<file path="config.mk">
export PLATFORM = sky130hd
export DESIGN_NAME = sdu_hex_tx
export DESIGN_NICKNAME = d
export VERILOG_FILES = /design/src/rtl/sdu_hex_tx.sv
export SDC_FILE = /design/constraint.sdc
export NUM_CORES = 1
export LEC_CHECK = 0
export BUFFER_PORTS_ARGS = -buffer_cell sky130_fd_sc_hd__buf_2
export CORE_AREA = 3 3 80 139
export DETAILED_ROUTE_END_ITERATION = 10
export DIE_AREA = 0 0 83 142
export GPL_TIMING_DRIVEN = 1
export HOLD_SLACK_MARGIN = 0.05
export SYNTH_ARGS = -nofsm -noshare
export SYNTH_HDL_FRONTEND = slang
export SYNTH_SLANG_ARGS = --single-unit
export TNS_END_PERCENT = 50
</file>
<file path="constraint.sdc">
create_clock -name clk -period 2.3 [get_ports clk]
set_input_delay 0.345 -clock clk [delete_from_list [all_inputs] [get_ports clk]]
set_output_delay 0.345 -clock clk [all_outputs]
set_load 0.02 [all_outputs]
</file>
<file path="src/rtl/sdu_hex_tx.sv">
// UART hex-print transmitter: sends a 32-bit word as 8 uppercase ASCII hex
// characters plus a space or CR LF terminator, 8N1, one bit per DIV clocks.
module sdu_hex_tx #(
    parameter int CLK_FREQ = 100_000_000,
    parameter int BAUD     = 115200
) (
    input  logic        clk,
    input  logic        rstn,
    input  logic        valid,
    input  logic [31:0] data,
    input  logic        eol,
    output logic        ready,
    output logic        done,
    output logic        txd
);

    localparam int DIV = CLK_FREQ / BAUD;
    localparam int BW  = $clog2(DIV);
    localparam logic [BW-1:0] BAUD_LAST = BW'(DIV - 1);
    localparam logic [BW-1:0] BAUD_ONE  = BW'(1);

    typedef enum logic [1:0] {
        S_IDLE  = 2'd0,
        S_START = 2'd1,
        S_DATA  = 2'd2,
        S_STOP  = 2'd3
    } state_t;

    state_t         state_q, state_d;
    logic [BW-1:0]  baud_q, baud_d;
    logic [2:0]     bit_q, bit_d;
    logic [3:0]     idx_q, idx_d;
    logic [31:0]    word_q, word_d;
    logic           eol_q, eol_d;
    logic           txd_q, txd_d;
    logic           ready_q, ready_d;
    logic           done_q, done_d;

    logic [31:0]    shifted_s;
    logic [7:0]     char_s;
    logic           last_char_s;
    logic           baud_end_s;

    function automatic logic [7:0] hex_ascii(input logic [3:0] nib);
        if (nib < 4'd10) begin
            hex_ascii = {4'h3, nib};
        end else begin
            hex_ascii = 8'h37 + {4'h0, nib};
        end
    endfunction

    // Character currently on the wire: hex nibble for index 0..7, terminator after.
    always_comb begin
        shifted_s = word_q << {idx_q[2:0], 2'b00};
        if (idx_q < 4'd8) begin
            char_s = hex_ascii(shifted_s[31:28]);
        end else if (!eol_q) begin
            char_s = 8'h20;
        end else if (idx_q == 4'd8) begin
            char_s = 8'h0D;
        end else begin
            char_s = 8'h0A;
        end
        last_char_s = eol_q ? (idx_q == 4'd9) : (idx_q == 4'd8);
        baud_end_s  = (baud_q == BAUD_LAST);
    end

    // Next-state logic; txd/ready/done are computed one cycle ahead and registered.
    always_comb begin
        state_d = state_q;
        baud_d  = baud_q;
        bit_d   = bit_q;
        idx_d   = idx_q;
        word_d  = word_q;
        eol_d   = eol_q;
        txd_d   = txd_q;
        ready_d = ready_q;
        done_d  = 1'b0;
        case (state_q)
            S_IDLE: begin
                if (valid && ready_q) begin
                    state_d = S_START;
                    word_d  = data;
                    eol_d   = eol;
                    idx_d   = 4'd0;
                    bit_d   = 3'd0;
                    baud_d  = '0;
                    txd_d   = 1'b0;
                    ready_d = 1'b0;
                end else begin
                    txd_d   = 1'b1;
                    ready_d = 1'b1;
                end
            end
            S_START: begin
                if (baud_end_s) begin
                    state_d = S_DATA;
                    baud_d  = '0;
                    bit_d   = 3'd0;
                    txd_d   = char_s[0];
                end else begin
                    baud_d  = baud_q + BAUD_ONE;
                end
            end
            S_DATA: begin
                if (baud_end_s) begin
                    baud_d = '0;
                    if (bit_q == 3'd7) begin
                        state_d = S_STOP;
                        txd_d   = 1'b1;
                    end else begin
                        bit_d   = bit_q + 3'd1;
                        txd_d   = char_s[bit_q + 3'd1];
                    end
                end else begin
                    baud_d = baud_q + BAUD_ONE;
                end
            end
            S_STOP: begin
                if (baud_end_s) begin
                    baud_d = '0;
                    if (last_char_s) begin
                        state_d = S_IDLE;
                        done_d  = 1'b1;
                        ready_d = 1'b1;
                        txd_d   = 1'b1;
                    end else begin
                        // Next character starts immediately, no idle gap.
                        state_d = S_START;
                        idx_d   = idx_q + 4'd1;
                        txd_d   = 1'b0;
                    end
                end else begin
                    baud_d = baud_q + BAUD_ONE;
                end
            end
            default: begin
                state_d = S_IDLE;
                baud_d  = '0;
                bit_d   = 3'd0;
                idx_d   = 4'd0;
                txd_d   = 1'b1;
                ready_d = 1'b1;
            end
        endcase
    end

    // State and output registers.
    always_ff @(posedge clk or negedge rstn) begin
        if (!rstn) begin
            state_q <= S_IDLE;
            baud_q  <= '0;
            bit_q   <= 3'd0;
            idx_q   <= 4'd0;
            word_q  <= 32'h0;
            eol_q   <= 1'b0;
            txd_q   <= 1'b1;
            ready_q <= 1'b1;
            done_q  <= 1'b0;
        end else begin
            state_q <= state_d;
            baud_q  <= baud_d;
            bit_q   <= bit_d;
            idx_q   <= idx_d;
            word_q  <= word_d;
            eol_q   <= eol_d;
            txd_q   <= txd_d;
            ready_q <= ready_d;
            done_q  <= done_d;
        end
    end

    assign txd   = txd_q;
    assign ready = ready_q;
    assign done  = done_q;

endmodule
</file>
==> results of run 1 <==
[state kept, by name, summed over array words and instances (netlist names)]
signal and flops:
ready 1, done 1, txd 1, eol_q 1
idx_q 4, state_q 2, bit_q 3, baud_q 10
word_q 32
[power groups by stage]
| stage | registers (µW) | clock network [µW] | logic, µW |
|---|---|---|---|
| after floorplan | 986 | 0 | 0.615 |
| after global placement | 985 | 0 | 52.3 |
| after detailed placement | 985 | 0 | 53.0 |
| after CTS | 967 | 904 | 53.2 |
| after global routing | 966 | 943 | 58.4 |
| final | 967 | 881 | 49.5 |
[placed cells by master (no fill, tap or decap), drive strengths merged, types with 2 or more instances in the layout]
master	count
xnor2	4
dfrtp	53
dfstp	2
ha	12
mux4	8
a31oi	2
nor3	4
o41ai	2
or3	2
a221oi	2
nand2b	6
o21ai	15
a21oi	6
mux2	34
xor2	4
clkbuf	6
nand3	8
nor2	17
mux2i	11
nor2b	2
nand4	4
buf	52
nand2	18
a2111oi	2
inv	9
and3	3
[per-stage QoR]
stage,power [µW],setup slack [ns],util,cell area [µm²],setup TNS (ns)
after detailed placement,1038,-0.01632,0.3354,3413,-0.01632
after floorplan,986.2,0.01786,-,3007,0
after global routing,1968,-0.1946,0.3553,3616,-0.2906
after CTS,1923,-0.05014,0.3525,3587,-0.05014
after global placement,1038,0.01157,0.3354,3413,0
final,1897,-0.08438,0.3553,3616,-0.08438
[logic make-up (layout without fill, tap and decap cells)]
| family | Yosys count | in the layout |
|---|---|---|
| flops | 55 | 55 |
| xor+xnor | 8 | 8 |
| simple gates | 67 | 67 |
| fa+ha+maj | 12 | 12 |
| mux | 53 | 53 |
| compound gates | 39 | 39 |
| buf+inv | 20 | 69 |
[worst paths after layout]
kind / startpoint / slack [ns] / depth (start not counted) / end
max in group asynchronous: rstn / 1.66 / 2 / word_q[18]
min in group clk: data[26] / 0.26 / 2 / word_q[26]
worst max register to register: idx_q[0] / -0.08 / 9 / txd
worst min-delay path: rstn / 0.16 / 2 / baud_q[4]
worst max-delay path: idx_q[0] / -0.08 / 9 / txd
worst min register to register: word_q[11] / 0.51 / 1 / word_q[11]
[critical path: stages, from the launching register on]
cell       delay, ns
dfrtp_1         0.37
buf_12          0.15
mux4_2          0.52
mux2i_4         0.23
ha_4            0.18
nand2_1         0.05
mux2i_1         0.21
a2111oi_2       0.12
a311o_1         0.30
o221ai_2        0.16
[routing by layer]
metal,wire length (µm),up-vias,track usage
li1,-,1018,-
met2,3902,41,0.2327
met3,183,12,0.01854
met1,2415,1071,0.1268
met4,190,0,0.05168
met5,0,-,0
[layout make-up]
class                   instances  area, µm²  area share
well taps                     127      158.9     0.04394
repair buffers                 52      307.8     0.08512
inverters                       9      33.78    0.009343
multi-input cells             179       1563      0.4322
flip-flops and latches         55       1379      0.3813
clock buffers                   6      138.9     0.03841
clock inverters                 2      35.03    0.009689
[what timing repair did]
item	4_1_cts	5_1_grt
setup endpoints to repair	1	2
setup buffers	0	2
pin swaps	0	1
gates resized for setup	0	2
==> metrics, run 1 <==
core footprint=10180 µm²; final setup vio count=1; PwrDens=524.7 nW/µm²; failing checks=negative setup slack; WL per Instance=15.56 µm; final-layout fill cell count=1059; number of global-route vias before repair=2332; adder-cell share of the synthesized area=0.05015; Worst-path clk slew=0.07 ns; Syn Inst Count=254; drt drc=0; H-tree depth=2; Leak=0.001710 µW; largest net degree at the start of global routing=56; initial antenna violation count=0; Avg Vias per Cell=4.981; worst-margin pin slew=0.6916 ns; EDFF count, synth=0; total number of vias=2142; clk_skew=0.005273 ns; TritonCTS buffer count=5; Cell variety after synth=47; DR iter-0 viols=119; Rows=49; DRT antenna net count=0; Max Cap Viol=0; Cell Area, Synth=2994 µm²; asr flop ratio synth=1.000; Pint=1531 µW; CTS tree=done; CP max FO=10; DIE WIDTH=83 µm; num ports=39; slew margin rel.=0.5389; sequential area share after synthesis=0.4605; Yosys Warn Count=0; share of the synthesized area in the top cell type=0.4430; Clk Latency, worst-skew pair=0.29 ns; DIE HEIGHT=142 µm; max-slew violations=0; RSZ-0062 raised after global routing=yes; final WL=6691 µm; main combinational cell family by area after synthesis=multiplexers; Commonest cells post-synth=53 x dfrtp_1, 25 x mux2_2, 18 x nand2_1, 17 x nor2_1, 12 x ha_1; grt ovf=0; Layout Nets=350; proportion of synthesized area in mux cells=0.2369; Final Critical Period=2.384 ns; switch share=0.1933; count leader, synth=dfrtp_1; CP Capture Type=register; Mean Syn Cell Area=11.79 µm²; status=finished, violations left; Area contributors post-synth=dfrtp_1 44%, mux2_2 9.4%, ha_1 5.0%, mux4_2 4.5%, mux2i_1 3.0%; GPL Wtd Cong=0.8359; CP required=2.52 ns; Post-Synth Simple-Gate Area=0.1074; max frequency=419.4 MHz; Post-CTS Hold Fix Bufs=0; ys flop type=dfrtp_1; Syn-to-layout area delta=20.77%; CP Class=reg2reg; hpwl dp=5156 µm; gr usage total=0.1202; Hold Crit Class=in2async; Startpoint Class=register; post-route non-filler standard cell count=430; clk sinks=55; compound-gate portion of the synthesized area=0.09361; share of cells above drive strength 1=0.3531; XOR/XNOR Fraction of Synth Area=0.02340; post-synth top area cell=dfrtp_1; Max rail drop VDD=0.4187 mV; DRT Pass-1 Iters=4; clk root buf=clkbuf_16; Max clock buf depth=2; Clock power frac=0.464; die area=11790 µm²; DP Cell Count=420; # diodes=0; synthesis-stage register bit count=55; Final Hold Fails=0; Port Buffers=38; CP arrival=2.61 ns; Logic pwr share=0.026; Tcrit/Tclk final=1.037; switching power total=366.8 µW; Sequential Power Share=0.510; syn nets=302; worst setup margin=-0.08438 ns; Initial Utilization=0.2942; first-pass GRT wire length=11320 µm; worst hold slack=0.1601 ns
No activity file was read; power rests on OpenSTA's default activity.
==> run 2: changes to the inputs <==
--- a/config.mk
+++ b/config.mk
@@ -6,11 +6,12 @@
 export NUM_CORES = 1
 export LEC_CHECK = 0
 export BUFFER_PORTS_ARGS = -buffer_cell sky130_fd_sc_hd__buf_2
-export CORE_AREA = 3 3 80 139
+export CORE_AREA = 3 3 63 109
 export DETAILED_ROUTE_END_ITERATION = 10
-export DIE_AREA = 0 0 83 142
+export DIE_AREA = 0 0 66 112
 export GPL_TIMING_DRIVEN = 1
 export HOLD_SLACK_MARGIN = 0.05
+export PLACE_DENSITY = 0.71
 export SYNTH_ARGS = -nofsm -noshare
 export SYNTH_HDL_FRONTEND = slang
 export SYNTH_SLANG_ARGS = --single-unit
==> run 2 against run 1 <==
Compared with the run above: the flow still finishes with violations (negative setup slack); sequential power barely moved; combinational power rose by 5.7%; maximum frequency rose by 0.59%; clock power fell by 39%; total power fell by 18%; register-to-register slack barely moved; first-iteration DRC count fell by 36%; critical path type unchanged; critical endpoint unchanged; largest cell class unchanged.
==> metrics, run 2 (same netlist as run 1, synthesis figures left out) <==
TritonCTS buffer count=5; Biggest register=word_q; worst setup margin=-0.07043 ns; initial antenna violation count=0; GPL Wtd Cong=0.8891; CP required=2.53 ns; clk root buf=clkbuf_8; Worst-path clk slew=0.11 ns; DP Area=3377 µm²; status=finished, violations left; Avg Vias per Cell=5.512; worst-margin pin slew=0.5951 ns; RSZ-0062 raised after global routing=yes; CTS tree=done; slew margin rel.=0.6033; clk sinks=55; max frequency=421.9 MHz; Startpoint Class=register; max-slew violations=0; slowest cell on the critical path=mux4_2; number of global-route vias before repair=2274; num ports=39; share of cells above drive strength 1=0.3541; hpwl dp=5051 µm; most common cell after layout, fill and taps aside=dfrtp_1; setup TNS=-0.07043 ns; Rows=38; Port Buffers=38; WL per Instance=17.10 µm; DR iter-0 viols=76; PwrDens=443.4 nW/µm²; failing checks=negative setup slack; core footprint=6133 µm²; Final Critical Period=2.370 ns; final-layout fill cell count=525; Clk Latency, worst-skew pair=0.32 ns; CP arrival=2.60 ns; DRT Pass-1 Iters=4; design area=3508 µm²; drt drc=0; Multi-input gate area=1569 µm²; first-pass GRT wire length=10960 µm; DRT antenna net count=0; Sequential Area=1379 µm²; CP Capture Type=register; final WL=6583 µm; post-layout util=0.5720; crit-path max cell delay=0.53 ns; Hold Crit Class=in2reg; Syn-to-layout area delta=17.17%; Final Hold Fails=0; DIE HEIGHT=112 µm; worst hold slack=0.2397 ns; final setup vio count=1; CP Class=reg2reg; Max Cap Viol=0; Largest regs=word_q (32), baud_q (10), idx_q (4); CP cell instances=buf_12 -> mux4_2 -> mux2i_4 -> ha_4 -> nand2_1 -> mux2i_1 -> a2111oi_2 -> a311o_1 -> o221ai_2; total number of vias=2122; Tcrit/Tclk final=1.031; Max rail drop VDD=0.3394 mV; grt ovf=0; max reg flops=32; die area=7392 µm²; # diodes=0; largest net degree at the start of global routing=35; Leak=0.001677 µW; commonest non-fill, non-tap cells in the layout=53 x dfrtp_1, 38 x buf_2, 25 x mux2_2; clk_skew=0.01398 ns; H-tree depth=2; Max clock buf depth=2; Layout Nets=352; gr usage total=0.1959; Initial Utilization=0.4882; DIE WIDTH=66 µm; CP max FO=6
-- run 2: cell types whose count changed in the layout (fill, tap and decap cells not counted), sizes merged --
cell	delta
bufinv	-1
buf	+1
clkinvlp	+1
dlygate4sd3	+1
-- run 2: worst paths after layout --
| check | start | to | slack, ns | cells after the start |
|---|---|---|---|---|
| worst max-delay path | idx_q[0] | txd | -0.07 | 9 |
| worst min-delay path | data[18] | word_q[18] | 0.24 | 2 |
| worst max register to register | idx_q[0] | txd | -0.07 | 9 |
| worst min register to register | word_q[2] | word_q[2] | 0.51 | 1 |
| max in group asynchronous | rstn | word_q[11] | 1.19 | 3 |
| min in group asynchronous | rstn | baud_q[7] | 0.53 | 2 |
-- run 2: stage by stage --
step / worst slack (ns) / instances / power, µW
6_report: -0.07043 / 385 / 1556
5_1_grt: -0.1511 / 385 / 1617
2_1_floorplan: 0.01786 / 254 / 986.2
4_1_cts: -0.05312 / 385 / 1571
3_5_place_dp: -0.09004 / 375 / 1039
3_3_place_gp: -0.01748 / 375 / 1037
-- run 2: power breakdown --
group,leakage (µW),switching (µW),internal [µW],total [µW]
sequential,0.000720,0,966,966
clock,0.0000412,323,214,537
combinational,0.000916,26.8,25.5,52.3
-- run 2: cell type report --
class | count | share of cell area
Clock inverter | 2 | 0.003566
Tap cell | 80 | 0.02853
Clock buffer | 6 | 0.02068
Inverter | 9 | 0.009629
Sequential cell | 55 | 0.3930
Multi-Input combinational cell | 179 | 0.4472
Timing Repair Buffer | 54 | 0.09736
-- run 2: timing repair --
item                       CTS  global route
buffers inserted             1             0
hold endpoints to repair    19             0
cloned                       0             0
resized for setup            3             2
pin swaps                    2             2
hold buffers                 1             0
setup endpoints to repair    1             2
-- run 2: critical path: cells and delay by family, from the launching register on --
kind | cells | cell delay (ns)
AO/OA/AOI/OAI | 3 | 0.55
multiplexers | 3 | 0.94
flip-flops | 1 | 0.44
AND/OR/NAND/NOR | 1 | 0.05
buffers and inverters | 1 | 0.15
adder cells (fa/ha/maj) | 1 | 0.17
-- run 2: layer usage --
layer / vias up / GRT usage / share of wire
met4: 0 / 0.09498 / 0.033
met3: 13 / 0.03027 / 0.029
met1: 1045 / 0.2095 / 0.36
li1: 1016 / - / -
met2: 48 / 0.3599 / 0.57
met5: - / 0 / 0
==> run 3: changes to the inputs <==
--- a/config.mk
+++ b/config.mk
@@ -5,13 +5,14 @@
 export SDC_FILE = /design/constraint.sdc
 export NUM_CORES = 1
 export LEC_CHECK = 0
+export ABC_AREA = 1
 export BUFFER_PORTS_ARGS = -buffer_cell sky130_fd_sc_hd__buf_2
-export CORE_AREA = 3 3 63 109
+export CORE_AREA = 3 3 64 110
 export DETAILED_ROUTE_END_ITERATION = 10
-export DIE_AREA = 0 0 66 112
+export DIE_AREA = 0 0 67 113
 export GPL_TIMING_DRIVEN = 1
 export HOLD_SLACK_MARGIN = 0.05
-export PLACE_DENSITY = 0.71
+export PLACE_DENSITY = 0.72
 export SYNTH_ARGS = -nofsm -noshare
 export SYNTH_HDL_FRONTEND = slang
 export SYNTH_SLANG_ARGS = --single-unit
==> run 3 against run 2 <==
Compared with the run above: non-clock buffer count decreased by 6; critical path type unchanged; via count up 25%; sequential share of layout area increased by 0.46 points; the flow now finishes without violations; critical endpoint unchanged; sequential power barely moved; global-route usage down 0.48 points; final cell count rose by 36%.
==> metrics, run 3 <==
status=finished clean; family with the most delay on the worst path=simple AND/OR/NAND/NOR gates; CP required=2.56 ns; clk_skew=0.005023 ns; clk sinks=55; die area=7571 µm²; drt drc=0; max frequency=489.5 MHz; Rows=38; largest net degree at the start of global routing=56; hpwl dp=5038 µm; DRT Pass-1 Iters=4; Commonest cells post-synth=70 x nand2_1, 64 x inv_1, 57 x nor2_1, 53 x dfrtp_1, 41 x a21oi_1; Cell Area, Synth=3087 µm²; CP arrival=2.30 ns; count leader, synth=nand2_1; crit-path max cell delay=0.57 ns; Max rail drop VDD=0.3990 mV; slew margin rel.=0.5477; Final Hold Fails=0; CP max FO=14; clk root buf=clkbuf_8; Leak=0.001890 µW; DIE HEIGHT=113 µm; Port Buffers=38; sequential area share after synthesis=0.4467; Biggest register=word_q; ys flop type=dfrtp_1; final-layout fill cell count=616; Mean Syn Cell Area=7.698 µm²; share of the synthesized area in the top cell type=0.4297; # diodes=0; metal3 WL=179 µm; syn nets=449; final WL=6507 µm; slowest cell on the critical path=dfrtp_2; first-pass GRT wire length=11230 µm; synthesis-stage register bit count=55; Yosys Warn Count=0; number of global-route vias before repair=2614; postcts setup bufs=0; gr usage total=0.1911; max-slew violations=0; core footprint=6276 µm²; WL per Instance=12.39 µm; Clk Latency, worst-skew pair=0.31 ns; Syn Inst Count=401; initial antenna violation count=0; DRT antenna net count=0; EDFF count, synth=0; Tcrit/Tclk final=0.8882; final setup vio count=0; Area contributors post-synth=dfrtp_1 43%, nand2_1 8.5%, inv_1 7.8%, nor2_1 6.9%, a21oi_1 6.6%; commonest non-fill, non-tap cells in the layout=69 x nand2_1, 64 x inv_1, 57 x nor2_1; max reg flops=32; Layout Nets=492; Initial Utilization=0.4918; TritonCTS buffer count=5; Syn-to-layout area delta=12.44%; Post-CTS Hold Fix Bufs=0; CP cell instances=buf_6 -> nand2_1 -> nand3_1 -> nand3_1 -> nand2_2 -> ha_1 -> nand2_1 -> inv_1 -> nand3_1 -> nand3_1 -> nand2_1 -> nand2_1 -> nand2_1 -> nand2_1 -> nand2_1 -> nand2_1 -> nand2_1 -> nand2_1; Cell variety after synth=31; setup TNS=0 ns; cell mode on critical path=nand2_1; Startpoint Class=register; Multi-input gate area=1374 µm²; post-CTS sizing=0; CP Capture Type=register; total number of vias=2659; metal2 WL=3628 µm; PwrDens=438.8 nW/µm²; DR iter-0 viols=68; Max clock buf depth=2; GPL Wtd Cong=0.7981; Final Power=1523 µW; Hold Crit Class=in2async; worst-margin pin slew=0.6785 ns; Sequential Area=1380 µm²; Buf+Inv Stages, Crit Path=2; CTS tree=done; worst hold slack=0.1459 ns; DIE WIDTH=67 µm; H-tree depth=2; Max Cap Viol=0; post-synth top area cell=dfrtp_1; Largest regs=word_q (32), baud_q (10), idx_q (4); asr flop ratio synth=1.000; Avg Vias per Cell=5.065; DR top layer=met4; grt ovf=0; Final Critical Period=2.043 ns; CP Class=reg2reg; RSZ-0062 raised after global routing=no; most common cell after layout, fill and taps aside=nand2_1; met1 wire length=2489 µm; num ports=39; post-layout util=0.5530; Worst-path clk slew=0.09 ns; share of cells above drive strength 1=0.1820
## run 3: changes by cell type after synthesis, sizes merged, moves of 4 or more
cell	previous run	this run
inv	9	69
nand2	18	75
nor2	17	57
a21oi	6	41
mux2	34	8
nand3	8	30
mux2i	11	0
mux4	8	0
nand2b	6	0
o21ai	15	20
nor3	4	8
## run 3: cells by family (layout without fill, tap and decap cells)
logic type	Yosys count	count (layout)	share of synthesized area
AOI/OAI and AO/OA	65	65	0.1099
xor gates and xnor gates	4	4	0.01135
adders and majority gates	12	12	0.04864
buffers and inverters	81	125	0.1111
DFF	55	55	0.4467
muxes	8	8	0.02919
and+or+nand+nor	176	176	0.2432
## run 3: worst register-to-register path: stages (launching register included)
cell and delay, ns:
dfrtp_2 0.57, buf_6 0.18, nand2_1 0.06, nand3_1 0.10, nand3_1 0.10, nand2_2 0.11
ha_1 0.18, nand2_1 0.08, inv_1 0.08, nand3_1 0.07, nand3_1 0.07, nand2_1 0.05
nand2_1 0.06, nand2_1 0.05, nand2_1 0.05, nand2_1 0.04, nand2_1 0.05, nand2_1 0.04
nand2_1 0.05
## run 3: worst paths after layout
| kind | from | cells past startpoint | to | slack, ns |
|---|---|---|---|---|
| max reg2reg | idx_q[0] | 18 | txd | 0.26 |
| max | idx_q[0] | 18 | txd | 0.26 |
| min reg2reg | txd | 2 | txd | 0.47 |
| max in group asynchronous | rstn | 2 | idx_q[0] | 1.68 |
| min | rstn | 2 | baud_q[1] | 0.15 |
| min in group clk | data[8] | 2 | word_q[8] | 0.26 |
## run 3: layout make-up
cell class,count,area share
Clock inverter,1,0.001442
Sequential cell,55,0.3976
Timing Repair Buffer,48,0.07751
Multi-Input combinational cell,265,0.3958
Tap cell,80,0.02884
Clock buffer,7,0.02199
Inverter,69,0.07678
## run 3: power breakdown
| part | internal, µW | switching [µW] | total (µW) |
|---|---|---|---|
| sequential | 966 | 0 | 966 |
| clock | 214 | 294 | 508 |
| combinational | 22.2 | 26.6 | 48.8 |
## run 3: stage by stage
| stage | cell area (µm²) | instances | setup slack [ns] |
|---|---|---|---|
| after floorplan | 3087 | 401 | 0.4241 |
| after global placement | 3378 | 517 | 0.1885 |
| after detailed placement | 3378 | 517 | 0.08597 |
| after CTS | 3460 | 525 | 0.04970 |
| after global routing | 3471 | 525 | 0.01154 |
| final | 3471 | 525 | 0.2571 |
## run 3: routing by layer
metal / track usage / up-vias
li1: - / 1348
met1: 0.1978 / 1243
met2: 0.3561 / 50
met3: 0.03277 / 18
met4: 0.08808 / 0
met5: 0 / -
